==> config.mk <==
export PLATFORM = sky130hd
export DESIGN_NAME = mem_access_stage_flat
export DESIGN_NICKNAME = d
export VERILOG_FILES = /design/src/rtl/mem_access_stage_if.sv /design/src/rtl/mem_access_stage.sv /design/src/flat_wrapper.sv
export SDC_FILE = /design/constraint.sdc
export NUM_CORES = 1
export LEC_CHECK = 0
export CORE_UTILIZATION = 46
export DETAILED_ROUTE_END_ITERATION = 6
export PLACE_DENSITY = 0.81
export SLEW_MARGIN = 20
export SYNTH_ARGS = -nofsm -noshare
export SYNTH_HDL_FRONTEND = slang
export SYNTH_SLANG_ARGS = --single-unit
==> constraint.sdc <==
create_clock -name clk -period 2.65 [get_ports clk]
set_clock_uncertainty 0.2 [all_clocks]
set_input_delay 0.265 -clock clk [delete_from_list [all_inputs] [get_ports clk]]
set_output_delay 0.265 -clock clk [all_outputs]
set_load 0.005 [all_outputs]
==> src/rtl/mem_access_stage_if.sv <==
// rtl/mem_access_stage_if.sv - data-memory req/ack bus between the MEM stage and data memory
// Signals:
//   mem_req    request, held until ack or abort (stage -> memory)
//   mem_we     1 = write (stage -> memory)
//   mem_addr   word-aligned address (stage -> memory)
//   mem_wdata  lane-replicated store data (stage -> memory)
//   mem_be     byte enables (stage -> memory)
//   mem_ack    completion strobe (memory -> stage)
//   mem_rdata  read word, valid with mem_ack (memory -> stage)
interface mem_access_stage_if #(
  parameter int ADDR_W = 32
);
  logic              mem_req;
  logic              mem_we;
  logic [ADDR_W-1:0] mem_addr;
  logic [31:0]       mem_wdata;
  logic [3:0]        mem_be;
  logic              mem_ack;
  logic [31:0]       mem_rdata;

  modport master (
    output mem_req, mem_we, mem_addr, mem_wdata, mem_be,
    input  mem_ack, mem_rdata
  );

  modport slave (
    input  mem_req, mem_we, mem_addr, mem_wdata, mem_be,
    output mem_ack, mem_rdata
  );
endinterface

==> src/rtl/mem_access_stage.sv <==
// rtl/mem_access_stage.sv - pipeline MEM stage: EX_MEM load/store to req/ack memory access, MEM_WB registers
// Ports:
//   clk, Rst              clock, synchronous active-high reset
//   dbg                   debug freeze (honoured in IDLE only)
//   EX_MEM_*              execute-stage results and load/store control
//   bus                   data-memory req/ack bus (master side)
//   mem_hold              combinational stall request to IF/ID/EX
//   MEM_WB_rd/regwrite    registered writeback destination / enable
//   WB_res                registered writeback value
//   misalign_err          one-cycle pulse: misaligned access dropped
//   bus_err               one-cycle pulse: access aborted on timeout
module mem_access_stage #(
  parameter int TIMEOUT = 16,
  parameter int ADDR_W  = 32
) (
  input  logic        clk,
  input  logic        Rst,
  input  logic        dbg,
  input  logic        EX_MEM_memread,
  input  logic        EX_MEM_memwrite,
  input  logic        EX_MEM_regwrite,
  input  logic [4:0]  EX_MEM_rd,
  input  logic [31:0] EX_MEM_alures,
  input  logic [31:0] EX_MEM_dout_rs2,
  input  logic [2:0]  EX_MEM_storecntrl,
  input  logic [4:0]  EX_MEM_loadcntrl,
  mem_access_stage_if.master bus,
  output logic        mem_hold,
  output logic [4:0]  MEM_WB_rd,
  output logic        MEM_WB_regwrite,
  output logic [31:0] WB_res,
  output logic        misalign_err,
  output logic        bus_err
);

  localparam int CW = $clog2(TIMEOUT) + 1;

  typedef enum logic {S_IDLE, S_WAIT} state_t;

  state_t state, next_state;

  logic              req_q;
  logic              we_q;
  logic [ADDR_W-1:0] addr_q;
  logic [31:0]       wdata_q;
  logic [3:0]        be_q;
  logic [CW-1:0]     tcnt;

  // Request context kept for the writeback when the ack arrives
  logic [4:0] lat_rd;
  logic       lat_rw;
  logic [1:0] lat_a;
  logic       lat_lb, lat_lh, lat_lbu, lat_lhu;

  assign bus.mem_req   = req_q;
  assign bus.mem_we    = we_q;
  assign bus.mem_addr  = addr_q;
  assign bus.mem_wdata = wdata_q;
  assign bus.mem_be    = be_q;

  // Decode of the op waiting in EX_MEM
  logic        memop, is_store;
  logic        sz_byte, sz_half, sz_word;
  logic        aligned, access, misalign;
  logic [31:0] st_wdata;
  logic [3:0]  st_be;
  logic [31:0] addr_word;

  always_comb begin
    memop    = EX_MEM_memread | EX_MEM_memwrite;
    // A store wins when both read and write are flagged
    is_store = EX_MEM_memwrite;
    if (is_store) begin
      sz_byte = EX_MEM_storecntrl[0];
      sz_half = EX_MEM_storecntrl[1] & ~EX_MEM_storecntrl[0];
    end else begin
      sz_byte = EX_MEM_loadcntrl[0] | EX_MEM_loadcntrl[3];
      sz_half = (EX_MEM_loadcntrl[1] | EX_MEM_loadcntrl[4]) & ~sz_byte;
    end
    // Word access when explicitly selected or when no narrower size is given
    sz_word = (is_store ? EX_MEM_storecntrl[2] : EX_MEM_loadcntrl[2]) | (~sz_byte & ~sz_half);

    aligned  = sz_byte
             | (sz_half & ~EX_MEM_alures[0])
             | (sz_word & ~sz_half & (EX_MEM_alures[1:0] == 2'b00));
    access   = memop & aligned;
    misalign = memop & ~aligned;

    addr_word = {EX_MEM_alures[31:2], 2'b00};

    st_wdata = EX_MEM_dout_rs2;
    st_be    = 4'b1111;
    if (is_store && sz_byte) begin
      st_wdata = {4{EX_MEM_dout_rs2[7:0]}};
      st_be    = 4'b0001 << EX_MEM_alures[1:0];
    end else if (is_store && sz_half) begin
      st_wdata = {2{EX_MEM_dout_rs2[15:0]}};
      st_be    = 4'b0011 << {EX_MEM_alures[1], 1'b0};
    end
  end

  // Load data extraction from the returned word
  logic [7:0]  ld_byte;
  logic [15:0] ld_half;
  logic [31:0] ld_ext;

  always_comb begin
    ld_byte = bus.mem_rdata[{lat_a, 3'b000} +: 8];
    ld_half = lat_a[1] ? bus.mem_rdata[31:16] : bus.mem_rdata[15:0];
    if (lat_lb)       ld_ext = {{24{ld_byte[7]}}, ld_byte};
    else if (lat_lbu) ld_ext = {24'd0, ld_byte};
    else if (lat_lh)  ld_ext = {{16{ld_half[15]}}, ld_half};
    else if (lat_lhu) ld_ext = {16'd0, ld_half};
    else              ld_ext = bus.mem_rdata;
  end

  logic timeout_hit;
  logic start, complete, abort;

  assign timeout_hit = (tcnt == CW'(TIMEOUT - 1));

  always_ff @(posedge clk) begin
    if (Rst) state <= S_IDLE;
    else     state <= next_state;
  end

  always_comb begin
    next_state = state;
    mem_hold   = 1'b0;
    start      = 1'b0;
    complete   = 1'b0;
    abort      = 1'b0;
    case (state)
      S_IDLE: begin
        if (!dbg && access) begin
          mem_hold   = 1'b1;
          start      = 1'b1;
          next_state = S_WAIT;
        end
      end
      S_WAIT: begin
        // Hold drops in the ack or abort cycle so EX advances on the same edge
        if (bus.mem_ack) begin
          complete   = 1'b1;
          next_state = S_IDLE;
        end else if (timeout_hit) begin
          abort      = 1'b1;
          next_state = S_IDLE;
        end else begin
          mem_hold = 1'b1;
        end
      end
      default: next_state = S_IDLE;
    endcase
  end

  always_ff @(posedge clk) begin
    if (Rst) begin
      req_q           <= 1'b0;
      we_q            <= 1'b0;
      addr_q          <= '0;
      wdata_q         <= '0;
      be_q            <= '0;
      tcnt            <= '0;
      lat_rd          <= '0;
      lat_rw          <= 1'b0;
      lat_a           <= '0;
      lat_lb          <= 1'b0;
      lat_lh          <= 1'b0;
      lat_lbu         <= 1'b0;
      lat_lhu         <= 1'b0;
      MEM_WB_rd       <= '0;
      MEM_WB_regwrite <= 1'b0;
      WB_res          <= '0;
      misalign_err    <= 1'b0;
      bus_err         <= 1'b0;
    end else begin
      misalign_err <= 1'b0;
      bus_err      <= 1'b0;

      if (start) begin
        req_q           <= 1'b1;
        we_q            <= is_store;
        addr_q          <= addr_word[ADDR_W-1:0];
        wdata_q         <= st_wdata;
        be_q            <= st_be;
        tcnt            <= '0;
        lat_rd          <= EX_MEM_rd;
        lat_rw          <= EX_MEM_regwrite;
        lat_a           <= EX_MEM_alures[1:0];
        lat_lb          <= EX_MEM_loadcntrl[0];
        lat_lh          <= EX_MEM_loadcntrl[1];
        lat_lbu         <= EX_MEM_loadcntrl[3];
        lat_lhu         <= EX_MEM_loadcntrl[4];
        // Bubble into WB while the access is outstanding
        MEM_WB_regwrite <= 1'b0;
      end else if (state == S_IDLE && !dbg) begin
        if (misalign) begin
          misalign_err    <= 1'b1;
          MEM_WB_regwrite <= 1'b0;
        end else begin
          MEM_WB_rd       <= EX_MEM_rd;
          MEM_WB_regwrite <= EX_MEM_regwrite;
          WB_res          <= EX_MEM_alures;
        end
      end

      if (complete) begin
        req_q           <= 1'b0;
        MEM_WB_rd       <= lat_rd;
        MEM_WB_regwrite <= lat_rw & ~we_q;
        if (!we_q) WB_res <= ld_ext;
      end

      if (abort) begin
        req_q           <= 1'b0;
        bus_err         <= 1'b1;
        MEM_WB_regwrite <= 1'b0;
      end

      if (state == S_WAIT && !bus.mem_ack && !timeout_hit) tcnt <= tcnt + 1'b1;
    end
  end

endmodule
==> src/flat_wrapper.sv <==
// flat-port wrapper written by rule: the top's interface ports become plain ports
module mem_access_stage_flat 
#(
  parameter int TIMEOUT = 16,
  parameter int ADDR_W  = 32
)
  (clk, Rst, dbg, EX_MEM_memread, EX_MEM_memwrite, EX_MEM_regwrite, EX_MEM_rd, EX_MEM_alures, EX_MEM_dout_rs2, EX_MEM_storecntrl, EX_MEM_loadcntrl, mem_hold, MEM_WB_rd, MEM_WB_regwrite, WB_res, misalign_err, bus_err, bus_mem_req, bus_mem_we, bus_mem_addr, bus_mem_wdata, bus_mem_be, bus_mem_ack, bus_mem_rdata);
  mem_access_stage_if #(.ADDR_W(ADDR_W)) bus_i ();
  input  logic clk;
  input  logic Rst;
  input  logic dbg;
  input  logic EX_MEM_memread;
  input  logic EX_MEM_memwrite;
  input  logic EX_MEM_regwrite;
  input  logic [4:0] EX_MEM_rd;
  input  logic [31:0] EX_MEM_alures;
  input  logic [31:0] EX_MEM_dout_rs2;
  input  logic [2:0] EX_MEM_storecntrl;
  input  logic [4:0] EX_MEM_loadcntrl;
  output logic mem_hold;
  output logic [4:0] MEM_WB_rd;
  output logic MEM_WB_regwrite;
  output logic [31:0] WB_res;
  output logic misalign_err;
  output logic bus_err;
  output wire logic [$bits(bus_i.mem_req)-1:0] bus_mem_req;
  output wire logic [$bits(bus_i.mem_we)-1:0] bus_mem_we;
  output wire logic [$bits(bus_i.mem_addr)-1:0] bus_mem_addr;
  output wire logic [$bits(bus_i.mem_wdata)-1:0] bus_mem_wdata;
  output wire logic [$bits(bus_i.mem_be)-1:0] bus_mem_be;
  input wire logic [$bits(bus_i.mem_ack)-1:0] bus_mem_ack;
  input wire logic [$bits(bus_i.mem_rdata)-1:0] bus_mem_rdata;
  assign bus_mem_req = bus_i.mem_req;
  assign bus_mem_we = bus_i.mem_we;
  assign bus_mem_addr = bus_i.mem_addr;
  assign bus_mem_wdata = bus_i.mem_wdata;
  assign bus_mem_be = bus_i.mem_be;
  assign bus_i.mem_ack = bus_mem_ack;
  assign bus_i.mem_rdata = bus_mem_rdata;
  mem_access_stage #(.TIMEOUT(TIMEOUT), .ADDR_W(ADDR_W)) u_core (.clk(clk), .Rst(Rst), .dbg(dbg), .EX_MEM_memread(EX_MEM_memread), .EX_MEM_memwrite(EX_MEM_memwrite), .EX_MEM_regwrite(EX_MEM_regwrite), .EX_MEM_rd(EX_MEM_rd), .EX_MEM_alures(EX_MEM_alures), .EX_MEM_dout_rs2(EX_MEM_dout_rs2), .EX_MEM_storecntrl(EX_MEM_storecntrl), .EX_MEM_loadcntrl(EX_MEM_loadcntrl), .bus(bus_i), .mem_hold(mem_hold), .MEM_WB_rd(MEM_WB_rd), .MEM_WB_regwrite(MEM_WB_regwrite), .WB_res(WB_res), .misalign_err(misalign_err), .bus_err(bus_err));
endmodule
== Word-level counts from Yosys, hierarchy flattened ==
Cells that the tools add are included.
Widths: inputs -> output; s select.

* Flip-flop bits (word level): 126
* Word-level logic and storage cells: 106

* Add/subtract/negate cells: 1
* Equality and inequality tests: 3
* Shift operators: 3
* Mux-type cells: 39
* Bitwise operators: 24
* Reduce and logical (&&, ||, !) cells: 17

{| class="wikitable"
|+ Operator list
! cell !! number
|-
| $mux 32 || 11
|-
| $shiftx 32x6->8 || 1
|-
| $mux 5 || 6
|-
| $mux 1 || 18
|-
| $mux 16 || 1
|-
| $and 1x1->1 || 9
|-
| $not 1->1 || 9
|-
| $mux 4 || 2
|-
| $logic_and 1x1->1 || 6
|-
| $or 1x1->1 || 6
|-
| $reduce_or 3->1 || 2
|-
| $add 5x1->5 const B || 1
|-
| $eq 5x4->1 const B || 1
|-
| $ne 2x2->1 const B || 2
|-
| $reduce_bool 2->1 || 2
|-
| $shl 1x2->4 const A || 1
|-
| $shl 2x2->4 const A || 1
|-
| $logic_not 1->1 || 3
|-
| $reduce_and 3->1 || 1
|-
| $reduce_bool 3->1 || 1
|-
| $logic_not 2->1 || 1
|-
| $pmux 1 s2 || 1
|-
| $reduce_or 2->1 || 1
|}

== Logic depth before layout (Yosys ltp) ==
* Depth in word-level cells: 17
* Depth in mapped cells: 7
* Gate-level depth less buffers: 7

== Worst setup path after synthesis ==
No wires, ideal clock.

* Path kind: reg-to-reg
* Start: register u_core.tcnt[0]
* End: register u_core.tcnt[2]
* Library setup time: 0.130 ns
* Data arrival time: 1.914 ns
* Required time: 2.320 ns
* Setup slack: 0.406 ns
* Cell stages (with the launch flop): 8
* Buffers on the path: 1
* Clock period less this slack: 2.244 ns
* Path through: dfxtp_1 -> ha_1 -> and3_1 -> ha_1 -> or3b_2 -> clkbuf_1 -> a311oi_1 -> o21ai_0

* Longest elaborated chain between the ends: 4
* Elaborated cells between the ends (all ways): 6
* Those cells by class: add/sub (1); eq/ne (1); mux (1); reduce/logical (3)

{| class="wikitable"
|+ Ends and longest elaborated chain
! what !! line !! RTL
|-
| start, declared || mem_access_stage.sv:47 || <nowiki>logic [CW-1:0] tcnt;</nowiki>
|-
| start signal, assigned || mem_access_stage.sv:221 || <nowiki>if (state == S_WAIT && !bus.mem_ack && !timeout_hit) tcnt <= tcnt + 1'b1;</nowiki>
|-
| branches (longest 4 deep; another with $add 5x1->5) || -- ||
|}

Several ways; the timed one is not identified.
A chain may end at the register's enable or synchronous reset.

== Worst setup path after layout ==
* Start: register u_core.tcnt[0]
* End: output port mem_hold

* Longest elaborated chain between the ends: 4

{| class="wikitable"
|+ Ends and longest elaborated chain
! what !! line !! RTL
|-
| $eq 5x4->1 || mem_access_stage.sv:120 || <nowiki>assign timeout_hit = (tcnt == CW'(TIMEOUT - 1));</nowiki>
|-
| $mux 1 || mem_access_stage.sv:146 || <nowiki>end else if (timeout_hit) begin</nowiki>
|-
| $mux 1 || mem_access_stage.sv:143 || <nowiki>if (bus.mem_ack) begin</nowiki>
|-
| $pmux 1 s2 || mem_access_stage.sv:133 || <nowiki>case (state)</nowiki>
|-
| end, declared || flat_wrapper.sv:20 || <nowiki>output logic mem_hold;</nowiki>
|}

Every way passes these cells.

==> metrics.yaml <==
status: "completed"
clock_path_buffers: 2
yosysUniqueCellTypes: 48
multi_input_area_um2: 3643
end_kind: "primary output"
r2r-end: "u_core.tcnt[2]"
fin_ws_ns: 0.06785
setup_tns_ns: 0
ys_warn_count: 0
synthArstFlopShare_pct: 0
dp_hpwl_um: 13550
post-place-ws_ns: 0.1012
initial_core_util_pct: 46.98
ff_latch_area_um2: 2522
rows: 43
ys_seq_elements: 126
clkTransAtPathRegs_ns: 0.06
wl_per_cell_um: 17.58
path_cells: "ha_2, and3_1, ha_2, or3b_2, nand2_1, clkdlybuf4s15_1"
numCtsBuffers: 17
grt_max_degree: 62
die_area_um2: 14600
wl_um: 19360
worstHoldEndpoint: "u_core.bus_err"
p_leak_uw: 0.003681
final_common_cell: "clkdlybuf4s50_1"
cp_common_cell: "ha_2"
drt_pass1_iterations: 5
cts_tree: "yes"
post_drt_via_cell_ratio: 5.421
max_slew.worst_pin.slew_ns: 0.8756
via_count: 5968
grt.total_usage_pct: 26.96
worst_path_largest_cell_delay_ns: 0.48
cts_max_level: 4
postCtsHoldBufs: 0
synthesis.area_um2: 6496
die_h_um: 120.8
gp_congestion: 0.8007
cts_sinks: 126
maxCapViolCount: 0
ff2ff_path_depth: 8
worstPathMaxFanout: 4
io_pins: 227
nets: 1025
period_share_pct: 97.44
antenna_found_initial: 1
relSlewSlack_pct: 41.41
cts-root-buf: "clkbuf_16"
grt_pass1_vias: 5632
reg2reg_slack_ns: 0.33
timing_worst_setup_path_type: "reg -> out"
synth_edf_count: 0
avgSynthCellArea_um2: 9.294
timing.fmax_ghz: 0.3873
max-vdd-ir-drop_mv: 0.3866
antenna_left: 0
hold_depth: 2
power_density_nw_per_um2: 602.4
min_from: "Rst"
slew_viol_final: 0
cts_setup_buffers: 0
rsz0062_at_grt: "no"
setup_viol_count_final: 0
io_buffers: 222
insertion_delay_ns: 0.43
min_period_ns: 2.582
drc_errors: 0
syn2layout_area_growth_pct: 47.19
synth_cells: 699
required_ns: 2.18
critPathArrivalTime_ns: 2.12
worstReg2RegStart: "u_core.tcnt[0]"
grt-ovfl-total: 0
nFillCells: 1084
hold_path_class: "in -> reg"
cp_slowest_cell: "or3b_2"
drive_gt1_share_pct: 13.91
core_um2: 13830
startpoint_type: "flip-flop"
synth_seq_area_share_pct: 38.83
synth_ff_type: "dfxtp_1"
hold_viol: 0
setup.worst_path.start: "u_core.tcnt[0]"
die_width_um: 120.8
grt_pass1_wl_um: 30110
final_cell_mix: "clkdlybuf4s50_1 (220), nand2_1 (161), dfxtp_1 (126), mux2i_1 (108), o21ai_0 (27)"
first_iter_violations: 343
## worst max path at each step
| stage | cells after the start | end | slack, ns |
|---|---|---|---|
| global placement | 7 | mem_hold | 0.10 |
| CTS | 6 | mem_hold | 0.05 |
| detailed placement | 7 | mem_hold | 0.10 |
| global route | 6 | mem_hold | 0.02 |
| finish | 6 | mem_hold | 0.07 |
| floorplan | 7 | u_core.tcnt[2] | 0.41 |
## routing by layer
layer / vias up / track usage (%) / wire length (um) / share of wire (%)
li1: 2888 / - / - / -
met5: - / 0 / 0 / 0
met2: 243 / 43.43 / 9203 / 48
met3: 44 / 7.170 / 1260 / 6.5
met1: 2793 / 33.39 / 8364 / 43
met4: 0 / 12.58 / 527 / 2.7
## kinds of logic (layout without fill, tap and decap cells)
kind of cell / after synthesis / count (layout) / share of synthesized area (%)
DFF: 126 / 126 / 38.83
buffers and inverters: 72 / 292 / 5.643
other: 1 / 3 / 0.05773
AOI/OAI and AO/OA: 110 / 110 / 13.62
adders and majority gates: 2 / 2 / 0.3851
and+or+nand+nor: 243 / 243 / 16.39
muxes: 145 / 145 / 25.08
## timing repair
| action | CTS | global route |
|---|---|---|
| setup endpoints to repair | 1 | 1 |
| cloned | 0 | 0 |
| gates resized for setup | 3 | 1 |
## Yosys cell counts, types with 2 or more instances
library cell	number	area share [%]
buf_4	10	1.2
nand2_1	161	9.3
nor4b_1	3	0.40
a211o_1	8	1.1
a221oi_1	6	0.81
a21o_1	2	0.23
or3_1	3	0.29
a221oi_2	18	4.2
nor2b_1	19	1.8
and2_1	17	1.6
o21ai_0	27	2.1
a41o_1	2	0.31
o211ai_1	3	0.35
a31o_2	3	0.40
mux2_4	11	2.5
buf_2	11	0.85
buf_6	6	1.0
inv_1	9	0.52
nor2_1	17	0.98
nor3_1	5	0.39
a31oi_1	5	0.48
clkbuf_1	34	2.0
a21oi_1	14	1.1
ha_1	2	0.39
mux2i_1	108	17
dfxtp_1	126	39
mux4_2	8	2.8
a211oi_1	13	1.5
nand3_1	12	0.92
mux2_2	18	3.1
## registers in the layout (all words and copies together) (netlist names)
signal                  count
u_core.lat_lh               1
u_core.WB_res              32
u_core.lat_lb               1
u_core.lat_rw               1
u_core.MEM_WB_rd            5
u_core.lat_rd               5
u_core.MEM_WB_regwrite      1
u_core.bus.mem_req          1
u_core.misalign_err         1
u_core.lat_lbu              1
u_core.tcnt                 5
u_core.bus.mem_addr        30
u_core.state                1
u_core.lat_lhu              1
u_core.bus.mem_wdata       32
u_core.bus.mem_we           1
u_core.lat_a                2
u_core.bus_err              1
u_core.bus.mem_be           4
## through the flow
step           util [%]  std cells  hold WS [ns]  total power, uW  instance area, um2
6_report          69.15       1101       0.07891             5760                9562
2_1_floorplan         -        700        0.2071             2686                6500
3_5_place_dp      64.48       1068        0.2458             3247                8916
4_1_cts           69.13       1100       0.07083             5793                9558
3_3_place_gp      64.48       1068        0.2416             3230                8916
5_1_grt           69.15       1101        0.1135             5980                9562
## where the power goes
group,total [uW],switching [uW],internal [uW],leakage [uW]
registers,2100,72.7,2030,0.00103
clock network,2540,855,1680,0.000314
logic,1120,488,633,0.00234
total,5760,1420,4350,0.00368
## final cells by class
class	count	share of cell area [%]
tap	180	2.355
timing repair buffer	250	26.04
clock buffer	20	4.672
inverter	10	0.4187
multi-input combinational	502	38.11
sequential	126	26.38
antenna	1	0.02617
clock inverter	12	2.002
## worst max-delay path: cells and delay by family (launching register included)
kind          cells  cell delay (ns)
fa+ha+maj         2             0.39
buf+inv           1             0.20
flops             1             0.33
simple gates      3             0.76
(Power assumes the default switching activity.)
